<file path="src/rtl/regfile_2r1w_param.sv">
// ---------------------------------------------------------------------------
// regfile_2r1w_param
//
// Parametrised operand store: DEPTH x DATA_W registers, one byte-enabled
// write port and two independent combinational read ports. An optional
// bypass lets a read of the entry being written this cycle return the
// merged (post-write) value. An optional hardwired-zero register 0 reads
// as zero and ignores writes. A built-in clear engine zeroes the array one
// entry per clock.
//
// Ports:
//   clk, rst_n          rising-edge clock, asynchronous active-low reset
//   wr_en/addr/data/be  write request; wr_be[k] covers wr_data[8k+7:8k]
//   rd0_addr/rd0_data   read port 0 (combinational, zero latency)
//   rd1_addr/rd1_data   read port 1 (combinational, zero latency)
//   clr_req             start a bulk clear (pulse or level)
//   clr_busy            high while the clear engine walks the array
//   clr_done            one-cycle pulse after the last entry is zeroed
//   dbg_state           clear FSM state: 0 = IDLE, 1 = CLEAR, 2 = DONE
//
// Clear handshake: clr_req is sampled on every rising edge while the engine
// is in IDLE or DONE; a sampled 1 starts a clear on that edge. clr_busy is
// then high for exactly DEPTH cycles, followed by one cycle of clr_done.
// clr_req is ignored while clr_busy is high, and writes presented while
// clr_busy is high are dropped (no queueing, no bypass).
// ---------------------------------------------------------------------------
module regfile_2r1w_param #(
    parameter int DATA_W   = 32,
    parameter int DEPTH    = 16,
    parameter bit ZERO_REG = 1'b0,
    parameter bit BYPASS   = 1'b1,
    localparam int ADDR_W  = $clog2(DEPTH),
    localparam int NB      = DATA_W / 8
) (
    input  logic              clk,
    input  logic              rst_n,
    input  logic              wr_en,
    input  logic [ADDR_W-1:0] wr_addr,
    input  logic [DATA_W-1:0] wr_data,
    input  logic [NB-1:0]     wr_be,
    input  logic [ADDR_W-1:0] rd0_addr,
    output logic [DATA_W-1:0] rd0_data,
    input  logic [ADDR_W-1:0] rd1_addr,
    output logic [DATA_W-1:0] rd1_data,
    input  logic              clr_req,
    output logic              clr_busy,
    output logic              clr_done,
    output logic [1:0]        dbg_state
);

    typedef enum logic [1:0] {
        ST_IDLE  = 2'd0,
        ST_CLEAR = 2'd1,
        ST_DONE  = 2'd2
    } clr_state_t;

    clr_state_t        state_q, state_d;
    logic [ADDR_W-1:0] cnt_q, cnt_d;

    logic [DATA_W-1:0] mem [DEPTH];

    logic              wr_ok;
    logic [DATA_W-1:0] be_mask;
    logic [DATA_W-1:0] wr_merged;

    // Addresses can exceed DEPTH-1 when DEPTH is not a power of two.
    function automatic logic addr_ok(input logic [ADDR_W-1:0] a);
        return int'(a) < DEPTH;
    endfunction

    // Write qualification and byte merge. rst_n gates acceptance so the
    // bypass path cannot leak write data onto the read ports during reset.
    always_comb begin
        wr_ok = rst_n && wr_en && (state_q != ST_CLEAR) && addr_ok(wr_addr)
                && !(ZERO_REG && (wr_addr == '0));
        be_mask = '0;
        for (int b = 0; b < NB; b++) begin
            be_mask[8*b +: 8] = {8{wr_be[b]}};
        end
        wr_merged = (mem[wr_addr] & ~be_mask) | (wr_data & be_mask);
    end

    // Storage. The clear engine owns the array while in CLEAR, which is
    // also why wr_ok excludes that state.
    always_ff @(posedge clk or negedge rst_n) begin
        if (!rst_n) begin
            for (int i = 0; i < DEPTH; i++) begin
                mem[i] <= '0;
            end
        end else if (state_q == ST_CLEAR) begin
            mem[cnt_q] <= '0;
        end else if (wr_ok) begin
            mem[wr_addr] <= wr_merged;
        end
    end

    // Read port 0
    always_comb begin
        rd0_data = '0;
        if (addr_ok(rd0_addr) && !(ZERO_REG && (rd0_addr == '0))) begin
            if (BYPASS && wr_ok && (rd0_addr == wr_addr)) begin
                rd0_data = wr_merged;
            end else begin
                rd0_data = mem[rd0_addr];
            end
        end
    end

    // Read port 1
    always_comb begin
        rd1_data = '0;
        if (addr_ok(rd1_addr) && !(ZERO_REG && (rd1_addr == '0))) begin
            if (BYPASS && wr_ok && (rd1_addr == wr_addr)) begin
                rd1_data = wr_merged;
            end else begin
                rd1_data = mem[rd1_addr];
            end
        end
    end

    // Clear FSM: state register
    always_ff @(posedge clk or negedge rst_n) begin
        if (!rst_n) begin
            state_q <= ST_IDLE;
            cnt_q   <= '0;
        end else begin
            state_q <= state_d;
            cnt_q   <= cnt_d;
        end
    end

    // Clear FSM: next state. DONE behaves like IDLE for clr_req so a held
    // request chains straight into another clear.
    always_comb begin
        state_d = state_q;
        cnt_d   = cnt_q;
        case (state_q)
            ST_IDLE: begin
                if (clr_req) begin
                    state_d = ST_CLEAR;
                    cnt_d   = '0;
                end
            end
            ST_CLEAR: begin
                cnt_d = cnt_q + 1'b1;
                if (cnt_q == ADDR_W'(DEPTH - 1)) begin
                    state_d = ST_DONE;
                end
            end
            ST_DONE: begin
                if (clr_req) begin
                    state_d = ST_CLEAR;
                    cnt_d   = '0;
                end else begin
                    state_d = ST_IDLE;
                end
            end
            default: begin
                state_d = ST_IDLE;
                cnt_d   = '0;
            end
        endcase
    end

    assign clr_busy  = (state_q == ST_CLEAR);
    assign clr_done  = (state_q == ST_DONE);
    assign dbg_state = state_q;

endmodule

</file>
<file path="config.mk">
export PLATFORM = sky130hd
export DESIGN_NAME = regfile_2r1w_param
export DESIGN_NICKNAME = d
export VERILOG_FILES = /design/src/rtl/regfile_2r1w_param.sv
export SDC_FILE = /design/constraint.sdc
export NUM_CORES = 2
export LEC_CHECK = 0
export CORE_MARGIN = 4
export CORE_UTILIZATION = 25
export DETAILED_ROUTE_END_ITERATION = 7
export SLEW_MARGIN = 25
export SYNTH_ARGS = -nofsm -noshare
export SYNTH_HDL_FRONTEND = slang
export SYNTH_SLANG_ARGS = --single-unit
</file>
<file path="constraint.sdc">
create_clock -name clk -period 2.71 [get_ports clk]
set_clock_uncertainty 0.05 [all_clocks]
set_input_delay 0.542 -clock clk [delete_from_list [all_inputs] [get_ports clk]]
set_output_delay 0.542 -clock clk [all_outputs]
set_load 0.02 [all_outputs]
</file>
==> key figures <==
Status
  – Status: finished with violations
  – Failing checks: setup timing

Logic synthesis
  – Syn Std Cell Area: 32600 sq um
  – Mean Syn Cell Area: 11.8 sq um
  – Synthesis Warnings: 0
  – FFs w/ async S/R, synth: 1.00
  – Seq cells post-synth: 518
  – Register area share after synthesis: 0.398
  – EDFF count, synth: 0
  – Synth Instances: 2770
  – Yosys cell types: 34
  – Post-synth net total: 2826
  – Post-synth top flop: dfrtp_1

Routing
  – Routed Antenna Nets: 0
  – DRT iter0 DRCs: 3234
  – DR WL/cell: 27.1 um
  – DR vias: 29100
  – DRC: 0
  – Pre-antenna DRT Iters: 5
  – Final wirelength: 139000 um
  – Vias per inst: 5.66

Worst setup path
  – WP data required: 2.12 ns
  – Max incr delay on CP: 0.50 ns
  – Critical Path Source Type: primary input
  – CP max-delay cell: mux4_2
  – Cell Chain, Critical Path: buf_16 > buf_16 > buf_6 > buf_6 > mux4_2 > a22o_1 > o32ai_4 > mux2i_4 > buf_6
  – Cell mode on critical path: buf_6
  – CP Max Fanout: 8
  – Crit path launch: wr_addr[0]
  – Crit Path Category: in -> out
  – Crit end category: primary output
  – Crit path DAT: 2.55 ns
  – Origin of the critical flop-to-flop path: dbg_state[0]

Pwr
  – NetSw: 8.35 mW
  – Combinational Power Share: 0.297
  – Sw Share: 0.339
  – Worst IR drop on VDD: 0.613 mV
  – Pwr Total: 24.6 mW
  – Leakage: 18.5 nW
  – Sequential power share: 0.374
  – Clk pwr share: 0.328
  – Pwr dens: 550 nW/um^2
  – Power Internal: 16.3 mW

Floorplanning
  – Die ar.: 136000 sq um
  – Initial Utilization: 0.252
  – Chip width: 369 um
  – Core Region: 129000 sq um
  – Core Rows: 132
  – Die H: 369 um
  – I/O pin count: 120

STA
  – Crit share post-route: 1.16
  – Fin crit period: 3.15 ns
  – RSZ-0062 raised after global routing: yes
  – Final Hold Viols: 0
  – Final Max Tran Viols: 0
  – Final setup margin: -0.435 ns
  – Fmax: 318 MHz
  – Max transition margin: 0.402
  – Worst Tran Pin Value: 0.897 ns
  – Setup-failing EPs final: 64

Finish
  – Footprint of the multi-input gates: 19200 sq um
  – Most frequent cells in the layout: 576 x buf_4, 518 x dfrtp_1, 513 x nand3_1
  – Area delta synth->final: 37.5%
  – Final nets: 3403
  – Post-Layout Cell Count: 5133
  – # diodes: 0
  – Seq. cell area: 13000 sq um
  – Commonest non-fill, non-tap cell in the layout: buf_4
  – Filler instances: 12700
  – Share of layout cells above drive strength 1: 0.429

Placed design
  – DP Wirelength: 89300 um
  – Placer Congestion: 0.878
  – PortBufs: 119
  – Placed Instances: 4922
  – Worst slack at placement: -1.07 ns

Worst hold path
  – Worst Hold Class: in -> async

Clock tree
  – H-tree Lvls: 2
  – Clock tree from TritonCTS: done
  – CTS max path bufs: 3
  – Clock buffer count from CTS: 58
  – Clock insertion delay at the later pin of the skew report: 0.65 ns
  – CTS root buf: clkbuf_16
  – CTS Sinks: 518
  – Clock transition at path regs: 0.06 ns

GRT
  – Met3 Usage GRT: 0.0371
  – GR Util met2: 0.313
  – Initial antenna violation count: 0
  – Largest net degree at the start of global routing: 105
  – Gr usage total: 0.198
  – Vias in the first global route: 29500
  – Grt ovf: 0
  – Busiest grt layer: met2
  – First-pass GRT wire length: 202000 um
  – GR Util met1: 0.257

Flow run
  – Max cap viols: 0
==> power groups by stage <==
stage	combinational [mW]	sequential (mW)	clock, mW
after global placement	6.77	9.28	0
after CTS	7.10	9.18	8.21
after global routing	7.65	9.31	8.50
after floorplan	3.65	9.15	0
after detailed placement	6.87	9.32	0
final	7.32	9.21	8.09
==> repair_timing <==
action / 4_1_cts / 5_1_grt
endpoints found under the hold margin: 15 / 0
hold buffers: 1 / 0
buffers inserted: 75 / 23
gates resized for setup: 408 / 57
setup endpoints to repair: 65 / 64
gates cloned: 6 / 5
pin swaps: 65 / 28
==> synthesized netlist by cell type (3+ instances only) <==
library cell | instances | area [sq um]
xor2_1 | 6 | 52.6
o21ai_0 | 277 | 1390
buf_6 | 37 | 417
nor2_1 | 71 | 267
inv_1 | 7 | 26.3
o221ai_1 | 32 | 280
o32ai_4 | 32 | 881
buf_2 | 54 | 270
clkbuf_1 | 220 | 826
o21ai_2 | 16 | 140
buf_4 | 5 | 37.5
dfrtp_1 | 518 | 13000
nor2b_1 | 11 | 68.8
mux4_2 | 350 | 7880
nand3_1 | 525 | 2630
and2_1 | 37 | 231
o21ai_1 | 224 | 1120
nand4_1 | 23 | 144
mux2i_1 | 128 | 1280
nand2_1 | 3 | 11.3
buf_1 | 14 | 52.6
a22o_1 | 160 | 1400
ha_1 | 4 | 50.1
==> cell families after synthesis <==
family / synth area share
AOI/OAI and AO/OA: 0.161
and+or+nand+nor: 0.104
DFF: 0.398
muxes: 0.283
buffers and inverters: 0.0507
xor gates and xnor gates: 0.00215
adders and majority gates: 0.00154
==> worst paths after layout <==
kind | to | slack, ns | cells past startpoint
worst min register to register | mem[89] | 0.49 | 2
max in group asynchronous | mem[279] | 0.48 | 5
worst max-delay path | rd0_data[30] | -0.44 | 9
min in group clk | mem[89] | 0.49 | 2
worst max register to register | mem[248] | 0.37 | 8
worst min-delay path | mem[3] | 0.44 | 3
==> per-stage QoR <==
step / instance area [sq um] / hold WS [ns] / setup TNS, ns / utilization
detailed placement: 41000 / 0.471 / -157.47 / 0.317
finish: 44800 / 0.439 / -20.15 / 0.346
global placement: 41000 / 0.461 / -150.03 / 0.317
floorplan: 33400 / 0.196 / -6.30 / -
global route: 44800 / 0.457 / -24.17 / 0.346
CTS: 44300 / 0.429 / -22.62 / 0.342
==> routing by layer <==
layer | vias to the layer above | share of wire
met5 | - | 0
met2 | 1760 | 0.46
met3 | 469 | 0.094
met4 | 0 | 0.064
met1 | 14700 | 0.38
li1 | 12200 | -
==> worst max-delay path, delay by kind of cell <==
kind            cells  cell delay [ns]
buf+inv             5             0.69
mux                 2             0.66
compound gates      2             0.61
==> registers in the layout, indices dropped and copies added, names as in the netlist <==
register and cells:
cnt_q 4, dbg_state 2, mem 512
==> layout make-up <==
class / instances / share of cell area
multi-input cells: 1913 / 0.429
flip-flops and latches: 518 / 0.289
repair buffers: 848 / 0.190
well taps: 1742 / 0.0487
clock buffers: 83 / 0.0376
clock inverters: 21 / 0.00500
inverters: 8 / 0.000670
(Power assumes the default switching activity.)
